--- src/rtl/seq_pattern_gen.sv ---
// seq_pattern_gen
//   Serial pattern transmitter. Sends PATTERN (PAT_W bits, MSB first) rep_cnt
//   times. GAP_BITS zero bits are inserted between repetitions. Each bit
//   advances on a clk edge where bit_en=1. The serial output drives the
//   input of the team's serial sequence detectors.
//
// Ports
//   clk      in   1      clock, rising edge
//   rst      in   1      asynchronous active-high reset
//   start    in   1      transmit request, only looked at in IDLE
//   rep_cnt  in   CNT_W  repetition count, latched when start is accepted
//   bit_en   in   1      bit strobe
//   abort    in   1      synchronous abort; forces IDLE from any state
//   a_out    out  1      serial data bit (registered)
//   a_valid  out  1      high for one cycle per emitted bit (registered)
//   busy     out  1      high in SEND/GAP
//   done     out  1      single-cycle pulse on normal completion
module seq_pattern_gen #(
  parameter int               PAT_W    = 4,
  parameter logic [PAT_W-1:0] PATTERN  = 4'b1010,
  parameter int               CNT_W    = 8,
  parameter int               GAP_BITS = 1
) (
  input  logic             clk,
  input  logic             rst,
  input  logic             start,
  input  logic [CNT_W-1:0] rep_cnt,
  input  logic             bit_en,
  input  logic             abort,
  output logic             a_out,
  output logic             a_valid,
  output logic             busy,
  output logic             done
);

  localparam int BIW = (PAT_W > 1) ? $clog2(PAT_W) : 1;
  localparam int GCW = (GAP_BITS > 0) ? $clog2(GAP_BITS + 1) : 1;

  typedef enum logic [1:0] {
    IDLE = 2'd0,
    SEND = 2'd1,
    GAP  = 2'd2,
    DONE = 2'd3
  } state_t;

  state_t           state;
  logic [PAT_W-1:0] shreg;
  logic [BIW-1:0]   bit_idx;
  logic [CNT_W-1:0] reps_left;
  logic [GCW-1:0]   gap_cnt;

  // busy and done are pure decodes of the state register (Moore outputs).
  assign busy = (state == SEND) || (state == GAP);
  assign done = (state == DONE);

  always_ff @(posedge clk or posedge rst) begin
    if (rst) begin
      state     <= IDLE;
      shreg     <= '0;
      bit_idx   <= '0;
      reps_left <= '0;
      gap_cnt   <= '0;
      a_out     <= 1'b0;
      a_valid   <= 1'b0;
    end else if (abort) begin
      // Abort takes priority over start and over last-bit completion.
      state   <= IDLE;
      a_out   <= 1'b0;
      a_valid <= 1'b0;
    end else begin
      case (state)
        IDLE: begin
          a_out   <= 1'b0;
          a_valid <= 1'b0;
          if (start) begin
            if (rep_cnt != '0) begin
              reps_left <= rep_cnt;
              shreg     <= PATTERN;
              bit_idx   <= BIW'(PAT_W - 1);
              state     <= SEND;
            end else begin
              // Zero repetitions: complete immediately without emitting bits.
              state <= DONE;
            end
          end
        end

        SEND: begin
          if (bit_en) begin
            a_out   <= shreg[PAT_W-1];
            a_valid <= 1'b1;
            if (bit_idx == '0) begin
              reps_left <= reps_left - 1'b1;
              if (reps_left == CNT_W'(1)) begin
                shreg <= shreg << 1;
                state <= DONE;
              end else if (GAP_BITS > 0) begin
                shreg   <= shreg << 1;
                gap_cnt <= GCW'(GAP_BITS);
                state   <= GAP;
              end else begin
                // Back-to-back repetitions: reload without leaving SEND.
                shreg   <= PATTERN;
                bit_idx <= BIW'(PAT_W - 1);
              end
            end else begin
              shreg   <= shreg << 1;
              bit_idx <= bit_idx - 1'b1;
            end
          end else begin
            // Stalled strobe: a_out keeps the last bit, nothing advances.
            a_valid <= 1'b0;
          end
        end

        GAP: begin
          if (bit_en) begin
            a_out   <= 1'b0;
            a_valid <= 1'b1;
            if (gap_cnt == GCW'(1)) begin
              gap_cnt <= '0;
              shreg   <= PATTERN;
              bit_idx <= BIW'(PAT_W - 1);
              state   <= SEND;
            end else begin
              gap_cnt <= gap_cnt - 1'b1;
            end
          end else begin
            a_valid <= 1'b0;
          end
        end

        DONE: begin
          // The final bit is visible in this cycle alongside done. Any start
          // request seen here is dropped rather than queued.
          a_out   <= 1'b0;
          a_valid <= 1'b0;
          state   <= IDLE;
        end

        default: begin
          a_out   <= 1'b0;
          a_valid <= 1'b0;
          state   <= IDLE;
        end
      endcase
    end
  end

endmodule

--- config.mk ---
export PLATFORM = sky130hd
export DESIGN_NAME = seq_pattern_gen
export DESIGN_NICKNAME = d
export VERILOG_FILES = /design/src/rtl/seq_pattern_gen.sv
export SDC_FILE = /design/constraint.sdc
export NUM_CORES = 1
export LEC_CHECK = 0
export ABC_AREA = 1
export CAP_MARGIN = 0
export CORE_MARGIN = 5
export CORE_UTILIZATION = 38
export CTS_CLUSTER_SIZE = 40
export DETAILED_ROUTE_END_ITERATION = 8
export GPL_TIMING_DRIVEN = 1
export PLACE_DENSITY_LB_ADDON = 0.3
export SLEW_MARGIN = 40
export SYNTH_ARGS = -nofsm -noshare
export SYNTH_HDL_FRONTEND = slang
export SYNTH_SLANG_ARGS = --single-unit
--- constraint.sdc ---
create_clock -name clk -period 2.2 [get_ports clk]
set_input_delay 0.44 -clock clk [delete_from_list [all_inputs] [get_ports clk]]
set_output_delay 0.44 -clock clk [all_outputs]
set_load 0.01 [all_outputs]
* Word level (Yosys, flattened, before mapping)
Index checks and enable logic that the tools add are counted.
** Operators by class
- $add $sub $neg :: 3
- Eq/ne operators :: 17
- Muxes and demuxes :: 40
- Bitwise gates (word level) :: 1
- Reduce and logical (&&, ||, !) cells :: 15
** Operator list (count)
- 8-bit 2-to-1 mux :: 4
- 2-bit 2-to-1 mux :: 13
- 4-bit 2-to-1 mux :: 5
- 8-bit one-hot mux with 2 select lines :: 1
- 2-bit inequality test (second input constant) :: 7
- 3-bit inequality test (second input constant) :: 4
- 4-bit one-hot mux with 3 select lines :: 1
- 6-bit AND reduction :: 2
- 1-bit 2-to-1 mux :: 11
- 8-bit by 1-bit == test with 1-bit output (second input constant) :: 1
- 2-bit one-hot mux with 4 select lines :: 1
- 8-bit AND reduction :: 1
- 8-bit nonzero test :: 1
- 8-bit by 1-bit subtractor with 8-bit output (second input constant) :: 1
- 7-bit AND reduction :: 1
- 2-bit one-hot mux with 3 select lines :: 1
- 5-bit AND reduction :: 1
- 2-bit == test (second input constant) :: 2
- 2-bit logical NOT :: 2
- 1-bit one-hot mux with 2 select lines :: 2
- 2-bit nonzero test :: 2
- 2-bit OR reduction :: 2
- 3-bit by 2-bit inequality test with 1-bit output (second input constant) :: 1
- 1-bit one-hot mux with 3 select lines :: 1
- 8 further kinds :: 8
** Storage, ports and cells
- Flip-flop bits (word level) :: 19
- Input bits :: 13
- Output and inout port bits :: 4
- Word-level logic and storage cells :: 83

* Depth between registers and ports, before layout
- Depth in word-level cells :: 6
- Mapped depth :: 10
- Gate-level depth less buffers :: 10

* Worst setup path after synthesis
OpenSTA, ideal clock, no wires.
- Kind :: flip-flop to flip-flop
- Start point :: reg state[0]
- End point :: reg bit_idx[0]
- Library setup time :: 0.116 ns
- Arrival :: 1.384 ns
- Data required time :: 2.084 ns
- Slack :: 0.699 ns
- Stages on the path, launching flop included :: 11
- Buffers on the path :: 0
- Clock period less this slack :: 1.501 ns
- Cells stage by stage :: dfrtp_1 > inv_1 > ha_1 > nand2_1 > o21ai_2 > nor2_2 > inv_2 > nor2_1 > nand2_1 > nand2_1 > nand2_1
** On the way
- Word-level cells in the longest chain between the ends :: 3
- Elaborated cells between the ends (all ways) :: 12
- Those cells by class :: eq/ne: 8; mux: 1; reduce/logical: 3
** Ends and longest elaborated chain
- start, declared :: line 46 : state_t state;
- start signal, assigned :: line 58 : state <= IDLE;
- start signal, assigned :: line 67 : state <= IDLE;
- start signal, assigned :: line 80 : state <= SEND;
- 2-bit by 1-bit == test with 1-bit output, or another cell as far along :: line 71 : case (state)
- 2-bit inequality test (no source line) / 3-bit nonzero test (equally long branches)
- 8-bit AND reduction (no source line)
- end signal, assigned :: line 79 : bit_idx <= BIW'(PAT_W - 1);
- end signal, assigned :: line 104 : bit_idx <= BIW'(PAT_W - 1);
- end signal, assigned :: line 108 : bit_idx <= bit_idx - 1'b1;
- end, declared :: line 48 : logic [BIW-1:0] bit_idx;
Parallel ways exist; a longest one is shown, timed or not.
A chain may end at the register's enable or synchronous reset.

* Worst setup path after layout
- Start point :: reg state[0]
- End point :: out done
** On the way
- Word-level cells in the longest chain between the ends :: 1
** Ends and longest elaborated chain
- 2-bit == test :: line 54 : assign done = (state == DONE);
- end, declared :: line 33 : output logic done
No other way between the ends.

==> results.sh <==
export IMPL_io_pins=17
export IMPL_via_count=1179
export IMPL_yosys_register_bits=18
export IMPL_power_share_sequential=0.334
export IMPL_timing_critical_path_required_ps=1760
export IMPL_clock_tree_htree_level_count=1
export IMPL_critical_path_slowest_cell="clkdlybuf4s50_1"
export IMPL_synth_warning_count=0
export IMPL_clock_tree_from_tritoncts="done"
export IMPL_slew_headroom=0.798
export IMPL_viasPerCell=4.59
export IMPL_timing_worst_slew_pin_value_ps=303
export IMPL_placed_cells=250
export IMPL_antenna_found_initial=0
export IMPL_critical_path_data_arrival_time_ps=1570
export IMPL_postSynthAreaPerCell_um2=6.54
export IMPL_tns_ps=0
export IMPL_critical_path_top_delay_family="buffers and inverters"
export IMPL_intPower_uw=989
export IMPL_grt_setup_unrepaired="no"
export IMPL_setup_violations=0
export IMPL_cts_root_buffer_cell="clkbuf_4"
export IMPL_core_um2=3080
export IMPL_remaining_drc_errors=0
export IMPL_cp_num_buf_inv=2
export IMPL_pwr_share_comb=0.552
export IMPL_power_switching_uw=844
export IMPL_seq_area_um2=452
export IMPL_fillers=308
export IMPL_timing_clock_skew_ps=8.40
export IMPL_route_detailed_wl_per_inst_um=10.8
export IMPL_design_final_nets=235
export IMPL_die_height_um=67.0
export IMPL_clk_transition_reported_paths_ps=110
export IMPL_final_hold_violation_count=0
export IMPL_antennaDiodeCount=0
export IMPL_globalRoute_totalOverflow=0
export IMPL_multi_input_gate_area_in_the_final_layout_um2=677
export IMPL_placedInstanceArea_um2=1470
export IMPL_timing_worst_setup_path_type="reg -> out"
export IMPL_gate_count_after_technology_mapping=189
export IMPL_power_switching_share=0.460
export IMPL_outcome="complete, no violations"
export IMPL_power_static_leakage_uw=0.000815
export IMPL_grt_use_total=0.144
export IMPL_max_cap_violations=0
export IMPL_grt_pass1_vias=1075
export IMPL_drive_above_1_share=0.0845
export IMPL_initial_drc_count=131
export IMPL_post_synth_instance_area_um2=1240
export IMPL_yosysUniqueCellTypes=19
export IMPL_placement_rows=20
export IMPL_timing_critical_path_cells="buf_4 > ha_1 > clkdlybuf4s50_1"
export IMPL_crit_fanout=3
export IMPL_layout_area_overhead_vs_synth_pct=23.7
export IMPL_vdd_ir_drop_max_uv=552
export IMPL_cp_slowest_stage_delay_ps=490
export IMPL_mappedNetlistNets=210
export IMPL_final_period_minus_worst_setup_slack_ps=2010
export IMPL_gpl_wtd_cong=0.859
export IMPL_timing_hold_worst_class="in -> async"
export IMPL_worst_skew_pair_late_latency_ps=300
export IMPL_crit_path_start_kind="flip-flop"
export IMPL_clock_power_share=0.115
export IMPL_final_period_utilization=0.911
export IMPL_worst_hold_slack_ps=443
export IMPL_place_hpwl_mm=2.12
export IMPL_layout_cells_non_filler=257
export IMPL_design_die_area_um2=4490
export IMPL_final_max_slew_violation_count=0
export IMPL_maxClockFrequency_ghz=0.499
export IMPL_grt_pass1_wl_mm=4.91
export IMPL_cts_buffers_inserted=3
export IMPL_clkSinkCount=18
export IMPL_detailedRoute_firstPassIterationCount=4
export IMPL_wirelength_mm=2.77
export IMPL_grt_start_max_net_pins=19
export IMPL_die_width_um=67.0
export IMPL_buffer_ports_inserted=16
export IMPL_layout_cell_area_non_filler_um2=1530
export IMPL_post_cts_hold_buffer_count=0
export IMPL_power_per_cell_area_nw_per_um2=1200
export IMPL_endpoint_kind="output port"
export IMPL_drt_antenna_violating_nets=0
export IMPL_initial_standard_cell_utilization_of_the_core=0.402
export IMPL_synth_seq_area_share=0.364
export IMPL_max_clock_path_buffers=2
-- cells by family (layout without fill, tap and decap cells) --
kind of cell / after synthesis / in the layout / synth area share
buffers and inverters: 28 / 52 / 0.0881
and+or+nand+nor: 112 / 112 / 0.367
DFF: 18 / 18 / 0.364
AOI/OAI and AO/OA: 23 / 23 / 0.0992
adders and majority gates: 8 / 8 / 0.0810
-- layer usage --
metal | vias to the layer above | part of all wire | global-route usage
li1 | 638 | - | -
met1 | 519 | 0.50 | 0.199
met2 | 18 | 0.44 | 0.216
met3 | 4 | 0.041 | 0.0422
met4 | 0 | 0.012 | 0.0380
met5 | - | 0 | 0
-- flip-flops by register name (all words and copies together), names as in the netlist --
name	flops
bit_idx	2
shreg	3
state	2
a_valid	1
gap_cnt	1
reps_left	8
a_out	1
-- metrics by stage --
stage	total power (uW)	setup slack (ps)	util
final	1830	195	0.497
after global routing	2070	126	0.497
after floorplan	1330	699	-
after CTS	1820	20.5	0.489
after detailed placement	1600	315	0.476
after global placement	1600	331	0.476
-- cells in the final DEF, fill, tap and decap left out --
cell type / count
dlymetal6s2s_1: 1
inv_1: 23
o21ai_0: 10
o21ai_1: 2
or2_2: 1
inv_2: 2
dfrtp_1: 17
nand2_1: 74
o21bai_1: 1
nor3_1: 1
dfrtp_2: 1
o21ai_2: 1
nand3_1: 17
nand3b_1: 1
o22ai_1: 1
clkbuf_8: 1
buf_4: 7
clkbuf_4: 3
nor2_2: 2
clkdlybuf4s50_1: 15
nor2_1: 16
a21oi_1: 8
ha_1: 8
-- path summary, 6_finish.rpt --
kind | from | endpoint | slack [ps] | cells past startpoint
max | state[0] | done | 190 | 3
min | rst | reps_left[0] | 440 | 3
max reg2reg | state[0] | reps_left[5] | 350 | 9
min reg2reg | shreg[2] | shreg[2] | 480 | 2
max in group asynchronous | rst | state[0] | 1540 | 3
min in group clk | shreg[2] | shreg[2] | 480 | 2
-- worst register-to-register path, stage by stage (launching register included) --
cell and delay (ps):
dfrtp_2 430, buf_4 150, ha_1 300, nand2_1 180
o21ai_0 100, nor2_1 100, nand3_1 150, buf_4 210
nand2_1 60, nand2_1 50
-- synth_stat cells --
master,instances,share of area
o22ai_1,1,0.0051
nand3_1,17,0.069
clkbuf_1,2,0.0061
o21ai_1,2,0.0081
nor3_1,1,0.0040
inv_2,2,0.0061
o21ai_0,10,0.040
dfrtp_1,18,0.36
inv_1,23,0.070
a21oi_1,8,0.032
or2_2,1,0.0051
nand3b_1,1,0.0061
nand2_1,74,0.22
o21bai_1,1,0.0061
o21ai_2,1,0.0071
nor2_2,2,0.010
ha_1,8,0.081
nor2_1,16,0.049
buf_4,1,0.0061
-- what timing repair did --
| item | 4_1_cts | 5_1_grt |
|---|---|---|
| gates cloned | 0 | 0 |
| resized for setup | 1 | 1 |
| endpoints found under the setup margin | 1 | 1 |
| setup buffers | 0 | 3 |
-- cell type report --
type                       count  area share
multi-input combinational    143       0.443
sequential                    18       0.295
timing repair buffer          23       0.141
inverter                      25      0.0614
tap                           44      0.0360
clock buffer                   4      0.0237
-- power by group through the flow --
stage	Combinational (uW)	Sequential [uW]	Clock (uW)
after detailed placement	981	623	0
after global routing	1200	631	243
after global placement	973	627	0
after floorplan	739	588	0
after CTS	985	617	222
final	1010	611	210
Power figures use the tool's default switching activity.
